File: src/rtl/pc_ctrl_pkg.sv
// pc_ctrl_pkg: shared constants, state encoding and alignment helper for the next-PC sequencer
package pc_ctrl_pkg;
  localparam logic [31:0] RESET_LO     = 32'h0000_0000;
  localparam logic [31:0] TRAP_VEC_DEF = 32'h0000_0010;
  localparam logic [31:0] PC_STEP      = 32'd4;

  typedef enum logic [1:0] {
    ST_BOOT = 2'd0,
    ST_RUN  = 2'd1,
    ST_TRAP = 2'd2,
    ST_HALT = 2'd3
  } state_t;

  function automatic logic is_misaligned(input logic [31:0] addr);
    return addr[1:0] != 2'b00;
  endfunction
endpackage

File: src/rtl/pc_redirect_buf.sv
// pc_redirect_buf: holds an mret/branch redirect seen while the clock enable is low (last write wins)
module pc_redirect_buf
  import pc_ctrl_pkg::*;
(
  input  logic        i_clk,
  input  logic        i_rst_n,
  input  logic        i_set,
  input  logic [31:0] i_set_target,
  input  logic        i_clr,
  output logic        o_valid,
  output logic [31:0] o_target
);
  // capture newest redirect; drop it once an enabled cycle has consumed it
  always_ff @(posedge i_clk or negedge i_rst_n)
    if (!i_rst_n) begin
      o_valid  <= 1'b0;
      o_target <= '0;
    end else if (i_set) begin
      o_valid  <= 1'b1;
      o_target <= i_set_target;
    end else if (i_clr) begin
      o_valid  <= 1'b0;
    end
endmodule

File: src/rtl/pc_ctrl.sv
// pc_ctrl: next-PC sequencer (boot hold, sequential, redirect, trap, halt); PC_ALIGN_CHECK_EN traps misaligned redirects
module pc_ctrl
  import pc_ctrl_pkg::*;
#(
  parameter logic [31:0] RESET_VEC = RESET_LO,
  parameter logic [31:0] TRAP_VEC  = TRAP_VEC_DEF,
  parameter int          BOOT_WAIT = 2
) (
  input  logic        i_clk,
  input  logic        i_rst_n,
  input  logic        i_clk_en,
  input  logic [31:0] i_pc,
  input  logic        i_stall_f,
  input  logic        i_branch_taken,
  input  logic [31:0] i_branch_target,
  input  logic        i_exception,
  input  logic [31:0] i_exception_pc,
  input  logic        i_mret,
  input  logic [31:0] i_mepc,
  output logic [31:0] o_pc_next,
  output logic        o_pc_wr_en,
  output logic        o_flush_d,
  output logic        o_flush_e,
  output logic        o_mepc_we,
  output logic [31:0] o_mepc_wd,
  output logic        o_halted,
  output logic        o_misaligned
);
  localparam logic [3:0] BOOT_LAST = 4'(BOOT_WAIT - 1);

  state_t      state, state_nxt;
  logic [3:0]  cnt, cnt_nxt;
  logic        en, live_rd, rd_req, rd_bad, pend_v;
  logic [31:0] live_tgt, rd_tgt, pend_tgt, pc_inc;

  // outputs are forced quiet while reset is held, even though the FSM is combinational
  assign en        = i_clk_en & i_rst_n;
  assign pc_inc    = i_pc + PC_STEP;
  assign live_rd   = i_mret | i_branch_taken;
  assign live_tgt  = i_mret ? i_mepc : i_branch_target;
  assign rd_req    = live_rd | pend_v;
  assign rd_tgt    = live_rd ? live_tgt : pend_tgt;
  assign o_mepc_wd = i_rst_n ? i_exception_pc : 32'd0;

`ifdef PC_ALIGN_CHECK_EN
  assign rd_bad = rd_req & is_misaligned(rd_tgt);
`else
  assign rd_bad = 1'b0;
`endif

  pc_redirect_buf u_buf (
    .i_clk        (i_clk),
    .i_rst_n      (i_rst_n),
    .i_set        (state == ST_RUN && !i_clk_en && live_rd),
    .i_set_target (live_tgt),
    .i_clr        (en),
    .o_valid      (pend_v),
    .o_target     (pend_tgt)
  );

  // state and boot counter register
  always_ff @(posedge i_clk or negedge i_rst_n)
    if (!i_rst_n) begin
      state <= ST_BOOT;
      cnt   <= '0;
    end else begin
      state <= state_nxt;
      cnt   <= cnt_nxt;
    end

  // next-state and PC/flush selection; redirects beat stall, exceptions beat redirects
  always_comb begin
    state_nxt    = state;
    cnt_nxt      = cnt;
    o_pc_next    = pc_inc;
    o_pc_wr_en   = 1'b0;
    o_flush_d    = 1'b0;
    o_flush_e    = 1'b0;
    o_mepc_we    = 1'b0;
    o_misaligned = 1'b0;
    o_halted     = state == ST_HALT;
    case (state)
      ST_BOOT: begin
        o_pc_next = RESET_VEC;
        if (en) begin
          o_pc_wr_en = cnt == BOOT_LAST;
          state_nxt  = cnt == BOOT_LAST ? ST_RUN : ST_BOOT;
          cnt_nxt    = cnt + 4'd1;
        end
      end
      ST_RUN: if (en) begin
        if (i_exception || rd_bad) begin
          o_pc_next    = TRAP_VEC;
          o_pc_wr_en   = 1'b1;
          o_flush_d    = 1'b1;
          o_flush_e    = 1'b1;
          o_mepc_we    = 1'b1;
          o_misaligned = !i_exception;
          state_nxt    = ST_TRAP;
        end else if (rd_req) begin
          o_pc_next  = rd_tgt;
          o_pc_wr_en = 1'b1;
          o_flush_d  = 1'b1;
          o_flush_e  = 1'b1;
        end else begin
          o_pc_wr_en = !i_stall_f;
        end
      end
      ST_TRAP: if (en) begin
        o_pc_wr_en = !i_stall_f;
        state_nxt  = i_exception ? ST_HALT : ST_RUN;
      end
      ST_HALT: o_pc_next = i_pc;
      default: state_nxt = ST_BOOT;
    endcase
  end
endmodule

File: config.mk
export PLATFORM = sky130hd
export DESIGN_NAME = pc_ctrl
export DESIGN_NICKNAME = d
export VERILOG_FILES = /design/src/rtl/pc_ctrl_pkg.sv /design/src/rtl/pc_redirect_buf.sv /design/src/rtl/pc_ctrl.sv
export SDC_FILE = /design/constraint.sdc
export NUM_CORES = 1
export LEC_CHECK = 0
export ABC_AREA = 1
export CORE_MARGIN = 2
export CORE_UTILIZATION = 30
export CTS_BUF_LIST = sky130_fd_sc_hd__clkbuf_8 sky130_fd_sc_hd__clkbuf_16
export DETAILED_ROUTE_END_ITERATION = 12
export GPL_ROUTABILITY_DRIVEN = 0
export PLACE_DENSITY = 0.62
export SLEW_MARGIN = 20
export SYNTH_ARGS = -nofsm -noshare
export SYNTH_HDL_FRONTEND = slang
export SYNTH_SLANG_ARGS = --single-unit
File: constraint.sdc
create_clock -name i_clk -period 2.5 [get_ports i_clk]
set_input_delay 0.75 -clock i_clk [delete_from_list [all_inputs] [get_ports i_clk]]
set_output_delay 0.75 -clock i_clk [all_outputs]
set_load 0.05 [all_outputs]
### After elaboration in Yosys (flattened, before gate mapping)

Index checks and enable logic that the tools add are counted.

* bits in registers: 39
* output and inout bits: 70
* logic and storage cells: 59

* equal/unequal tests: 8
* add/sub/neg operators: 2
* reduce and logical (&&, ||, !) cells: 10
* bitwise operators: 3
* mux-type cells: 32

Operator list (number)
* $mux 32: 6
* $pmux 32 s3: 1
* $add 32x3->32 const B: 1
* $mux 1: 18
* $mux 2: 5
* $ne 2x2->1 const B: 4
* $pmux 2 s3: 1
* $reduce_and 5->1: 1
* $add 4x1->4 const B: 1
* $eq 2x2->1 const B: 2
* $eq 4x1->1 const B: 1
* $logic_not 1->1: 3
* $pmux 1 s3: 1
* $reduce_bool 3->1: 1
* $eq 2x1->1 const B: 1
* $logic_and 1x1->1: 2
* $logic_not 2->1: 1
* $or 1x1->1: 2
* $reduce_and 2->1: 1
* $reduce_bool 2->1: 1
* $and 1x1->1: 1

### Logic depth before layout (Yosys ltp)

* word-level depth: 6
* mapped depth: 10
* mapped depth without buffers: 10

### Hierarchy

Synthesis repeated with hierarchy kept, for this count alone.

* cell total of the unflattened synthesis: 769
* area total of the unflattened synthesis: 4413.0 um^2

By module, submodules not included
* pc_ctrl: instances 1, area each 3086.7 um^2, cells an instance 629, seq. area each 150.1 um^2
* pc_redirect_buf: instances 1, area each 1326.3 um^2, cells an instance 140, seq. area each 825.8 um^2

### Worst setup path before layout

OpenSTA, ideal clock, no wires.

* path kind: in2out
* from: input i_mret
* to: output o_pc_next[11]
* data arrival time: 2678 ps
* path slack: -928 ps
* stages on the path: 8
* cell sequence: buf_6 -> nor2_8 -> nand2_4 -> o21ai_4 -> inv_2 -> nor2_8 -> nor2_2 -> o21ai_0

* word-level cells in the longest chain between the ends: 6
* elaborated cells between the ends (all ways): 8

RTL lines
* from (decl): line pc_ctrl.sv:18 `input logic i_mret,`
* $mux 32 or $or 1x1->1 (tied branches): line pc_ctrl.sv:40, pc_ctrl.sv:39
* $mux 32 or $or 1x1->1 (tied branches): line pc_ctrl.sv:42, pc_ctrl.sv:41
* $mux 32 (*): line pc_ctrl.sv:100 `end else if (rd_req) begin`
* $mux 32 (*): line pc_ctrl.sv:92 `if (i_exception || rd_bad) begin`
* $mux 32 (*): line pc_ctrl.sv:91 `ST_RUN: if (en) begin`
* $pmux 32 s3 (*): line pc_ctrl.sv:82 `case (state)`
* to (decl): line pc_ctrl.sv:20 `output logic [31:0] o_pc_next,`

Every way passes the cells marked *; elsewhere a longest branch is shown, timed or not.

### Worst setup path after layout

* from: input i_pc[13]
* to: output o_pc_next[30]

* word-level cells in the longest chain between the ends: 5

RTL lines
* from (decl): line pc_ctrl.sv:12 `input logic [31:0] i_pc,`
* $add 32x3->32 (*): line pc_ctrl.sv:38 `assign pc_inc = i_pc + PC_STEP;`
* $mux 32: line pc_ctrl.sv:100
* $mux 32: line pc_ctrl.sv:92
* $mux 32: line pc_ctrl.sv:91
* $pmux 32 s3 (*): line pc_ctrl.sv:82

Marked as above.

==> results.md <==
* Status: finished, violations left
* Failing checks: setup timing
* Max frequency at 334 MHz
* Mean Syn Cell Area at 5.88 um2
* Part of the power in combinational logic at between 70 and 80%
* CTS max path bufs at 2
* Cell area after layout at 9610 um2
* DRT antenna net count at 0
* Number of synthesis warnings at 0
* First-pass GRT wire length at 30800 um
* Die width at about 120 um
* Pre-CTS setup slack at -0.920 ns
* DIE AREA at approximately 15000 um2
* Clock Sinks at 39
* Leakage dissipation at about 4.4 nW
* Endpoints failing hold at 0
* Via density at between 5 and 6
* WL final at between 20000 and 25000 um
* Switching power at about 3.4 mW
* Max-slew violations at 0
* Final Net Count at between 1000 and 1500
* Worst path max stage delay at ~0.26 ns
* Reg2Reg Depth at 8
* Hold path cells at 1
* TritonCTS buffer count at 5
* DP Wirelength at about 14000 um
* Global Route Usage Sum at 26.5%
* Vias at 6183
* Synth cell count leaders: nand2_1 (216), inv_1 (92), o21ai_0 (69)
* Area added between synthesis and finish at 133%
* Fin crit period at around 3 ns
* Final WS setup at -0.494 ns
* Top cell family by delay on the critical path: simple AND/OR/NAND/NOR gates
* Post-Synthesis Cell Area at 4120 um2
* Req. time, crit path at 1.75 ns
* Top-level port count at 205
* Setup TNS at -12.24 ns
* Net Sw Frac at approximately 49%
* Port bufs at 203
* Cell taking the most area after synthesis: dfrtp_1
* Setup crit end kind: output port
* First-pass iteration count of the detailed router at 5
* Max-slew headroom at a little under two thirds
* Core area at approximately 13000 um2
* Grt ovf at 0
* Number of synthesized flops with an enable pin at 0
* Clk slew on worst S/H paths at 0.06 ns
* Initial DRC Count at just under 500
* Largest net degree at the start of global routing at 40
* Post-route DRC at 0
* Synth top area cells: dfrtp_1 (24%), nand2_1 (20%), inv_1 (8.4%)
* Antenna Cells at 0
* CTS Hold Bufs at 0
* Rows at 42
* Pwr per Cell Area at 732 nW/um2
* RSZ-0062 raised after global routing: yes
* Area after DPL at 7930 um2
* Reg2reg end: u_buf.o_valid$_DFFE_PN0P_
* Arrival @ worst endpoint at around 2.2 ns
* Worst Clk Skew at 0.00395 ns
* Most common cell in the netlist: nand2_1
* FF+latch count, synth at 39
* Internal at between 3 and 4 mW
* CP Class: input pin to output port
* Root Driver: clkbuf_16
* Clock Latency Late Sink at 0.29 ns
* Initial antenna violation count at 0
* Primary FF master, synth: dfrtp_1
* R2r setup slk at roughly 0.61 ns
* # fillers at about 1000
* Hold Crit Class: flip-flop to flip-flop
* Worst-path cell chain: clkdlybuf4s15_1, nand2_1, nor2_2, nand2_2, nor2_4, buf_4, nand3_1, nand3_2, nand3_4, buf_12
* R2r startpoint: state[0]$_DFFE_PN0P_
* Tightest Pin Transition at about 0.55 ns
* Initial core utilization at a little under a third
* Yosys top cell area share at about a quarter
* Async SR Flop Fraction at 100%
* Post-Syn Nets at 844
* Core Util, Final at between 70% and 80%
* Startpoint types: input pin
* CTS tree: built
* CP max FO at 3
* Final setup viols at 33
* Max_cap viols at 0
* Max VDD drop at 322 uV
* Distinct cells, synth at 36
* Layout cells sized above 1 at 47.4%
* Register area share after synthesis at roughly a quarter
* Clock network power share at between 10% and 20%
* Slowest stage cell, crit path: clkdlybuf4s15_1
* CP Buf/Inv Count at 3
* Number of global-route vias before repair at between 6000 and 7000
* Worst hold endpoint: cnt[3]$_DFFE_PN0P_
* Die H at around 120 um
* Sequential power share at around 16%
* Avg WL per Cell at ~18 um
* Share of the clock period used by the worst path at 120%
* H-tree Lvls at 2
* Syn Inst Count at about 700
* Hold Path Origin: cnt[3]$_DFFE_PN0P_
==> how the worst max path moves through the flow <==
stage	from	to	slack (ns)	depth (start not counted)
2_1_floorplan	i_mret	o_pc_next[2]	-0.35	9
3_3_place_gp	i_pc[2]	o_pc_next[26]	-0.92	9
3_5_place_dp	i_pc[2]	o_pc_next[26]	-0.92	9
4_1_cts	i_mret	o_pc_next[22]	-0.53	13
5_1_grt	i_pc[13]	o_pc_next[30]	-0.53	11
6_report	i_pc[13]	o_pc_next[30]	-0.49	10
==> stage by stage <==
stage / total power, mW / hold slack, ns / cells
after floorplan: 3.55 / 0.443 / 701
after global placement: 5.31 / 0.460 / 1152
after detailed placement: 5.37 / 0.468 / 1152
after CTS: 6.73 / 0.478 / 1187
after global routing: 7.38 / 0.491 / 1197
final: 7.04 / 0.477 / 1197
==> cell type report <==
type / count / area (um2) / share of cell area, %
sequential: 39 / 976 / 10.2
tap: 176 / 220 / 2.29
timing repair buffer: 344 / 3980 / 41.4
clock inverter: 1 / 7.51 / 0.0781
clock buffer: 7 / 153 / 1.59
multi-input combinational: 534 / 3890 / 40.5
timing repair inverter: 1 / 7.51 / 0.0781
inverter: 95 / 373 / 3.88
==> flip-flops by register name, summed over array words and instances, names as in the netlist <==
signal	count
u_buf.o_target	32
cnt	4
state	2
u_buf.o_valid	1
==> layout by cell type, fill, tap and decap left out, types with 9 or more instances in the layout <==
cell type,synthesis,layout
o21ai_0,69,30
nor2_1,67,26
a21oi_1,13,10
a22oi_2,0,24
nand3_4,0,15
xnor2_1,10,10
a31oi_1,9,9
buf_6,2,35
o21ai_2,0,19
nor3_2,1,14
nand3_2,1,24
nand3_1,60,22
inv_1,92,78
nor2_2,2,24
nand2_1,216,169
clkbuf_2,0,13
buf_12,0,62
o21ai_4,2,19
nor2_4,1,20
nand2_2,0,35
nand2_4,1,13
clkbuf_16,0,9
dfrtp_1,39,39
buf_4,2,98
clkdlybuf4s50_1,0,100
inv_2,3,12
==> layer usage <==
metal,share of wire [%],track usage (%)
met5,0,0
met4,4.1,10.8
met3,8.5,5.45
met2,50,47.7
met1,37,30.5
==> power groups by stage <==
| stage | combinational (mW) | clock (mW) | sequential [mW] |
|---|---|---|---|
| after global routing | 5.46 | 0.740 | 1.18 |
| after global placement | 4.23 | 0 | 1.08 |
| after floorplan | 2.48 | 0 | 1.06 |
| final | 5.19 | 0.705 | 1.14 |
| after CTS | 4.89 | 0.718 | 1.12 |
| after detailed placement | 4.28 | 0 | 1.09 |
==> what timing repair did <==
| action | 4_1_cts | 5_1_grt |
|---|---|---|
| pin swaps | 56 | 58 |
| resized for setup | 245 | 158 |
| gates cloned | 8 | 7 |
| endpoints found under the setup margin | 36 | 36 |
| buffers inserted | 20 | 11 |
==> cell families (layout without fill, tap and decap cells) <==
logic type                 count (synthesis)  in the layout  synth area share [%]
and+or+nand+nor                          379            379                  38.9
AOI/OAI and AO/OA                        129            129                  18.6
muxes                                      1              1                 0.243
xor gates and xnor gates                  16             16                  3.40
adders and majority gates                  8              8                  2.43
DFF                                       39             39                  23.7
other                                      1              1                0.0910
buffers and inverters                    128            448                  12.6
(Power assumes the default switching activity.)
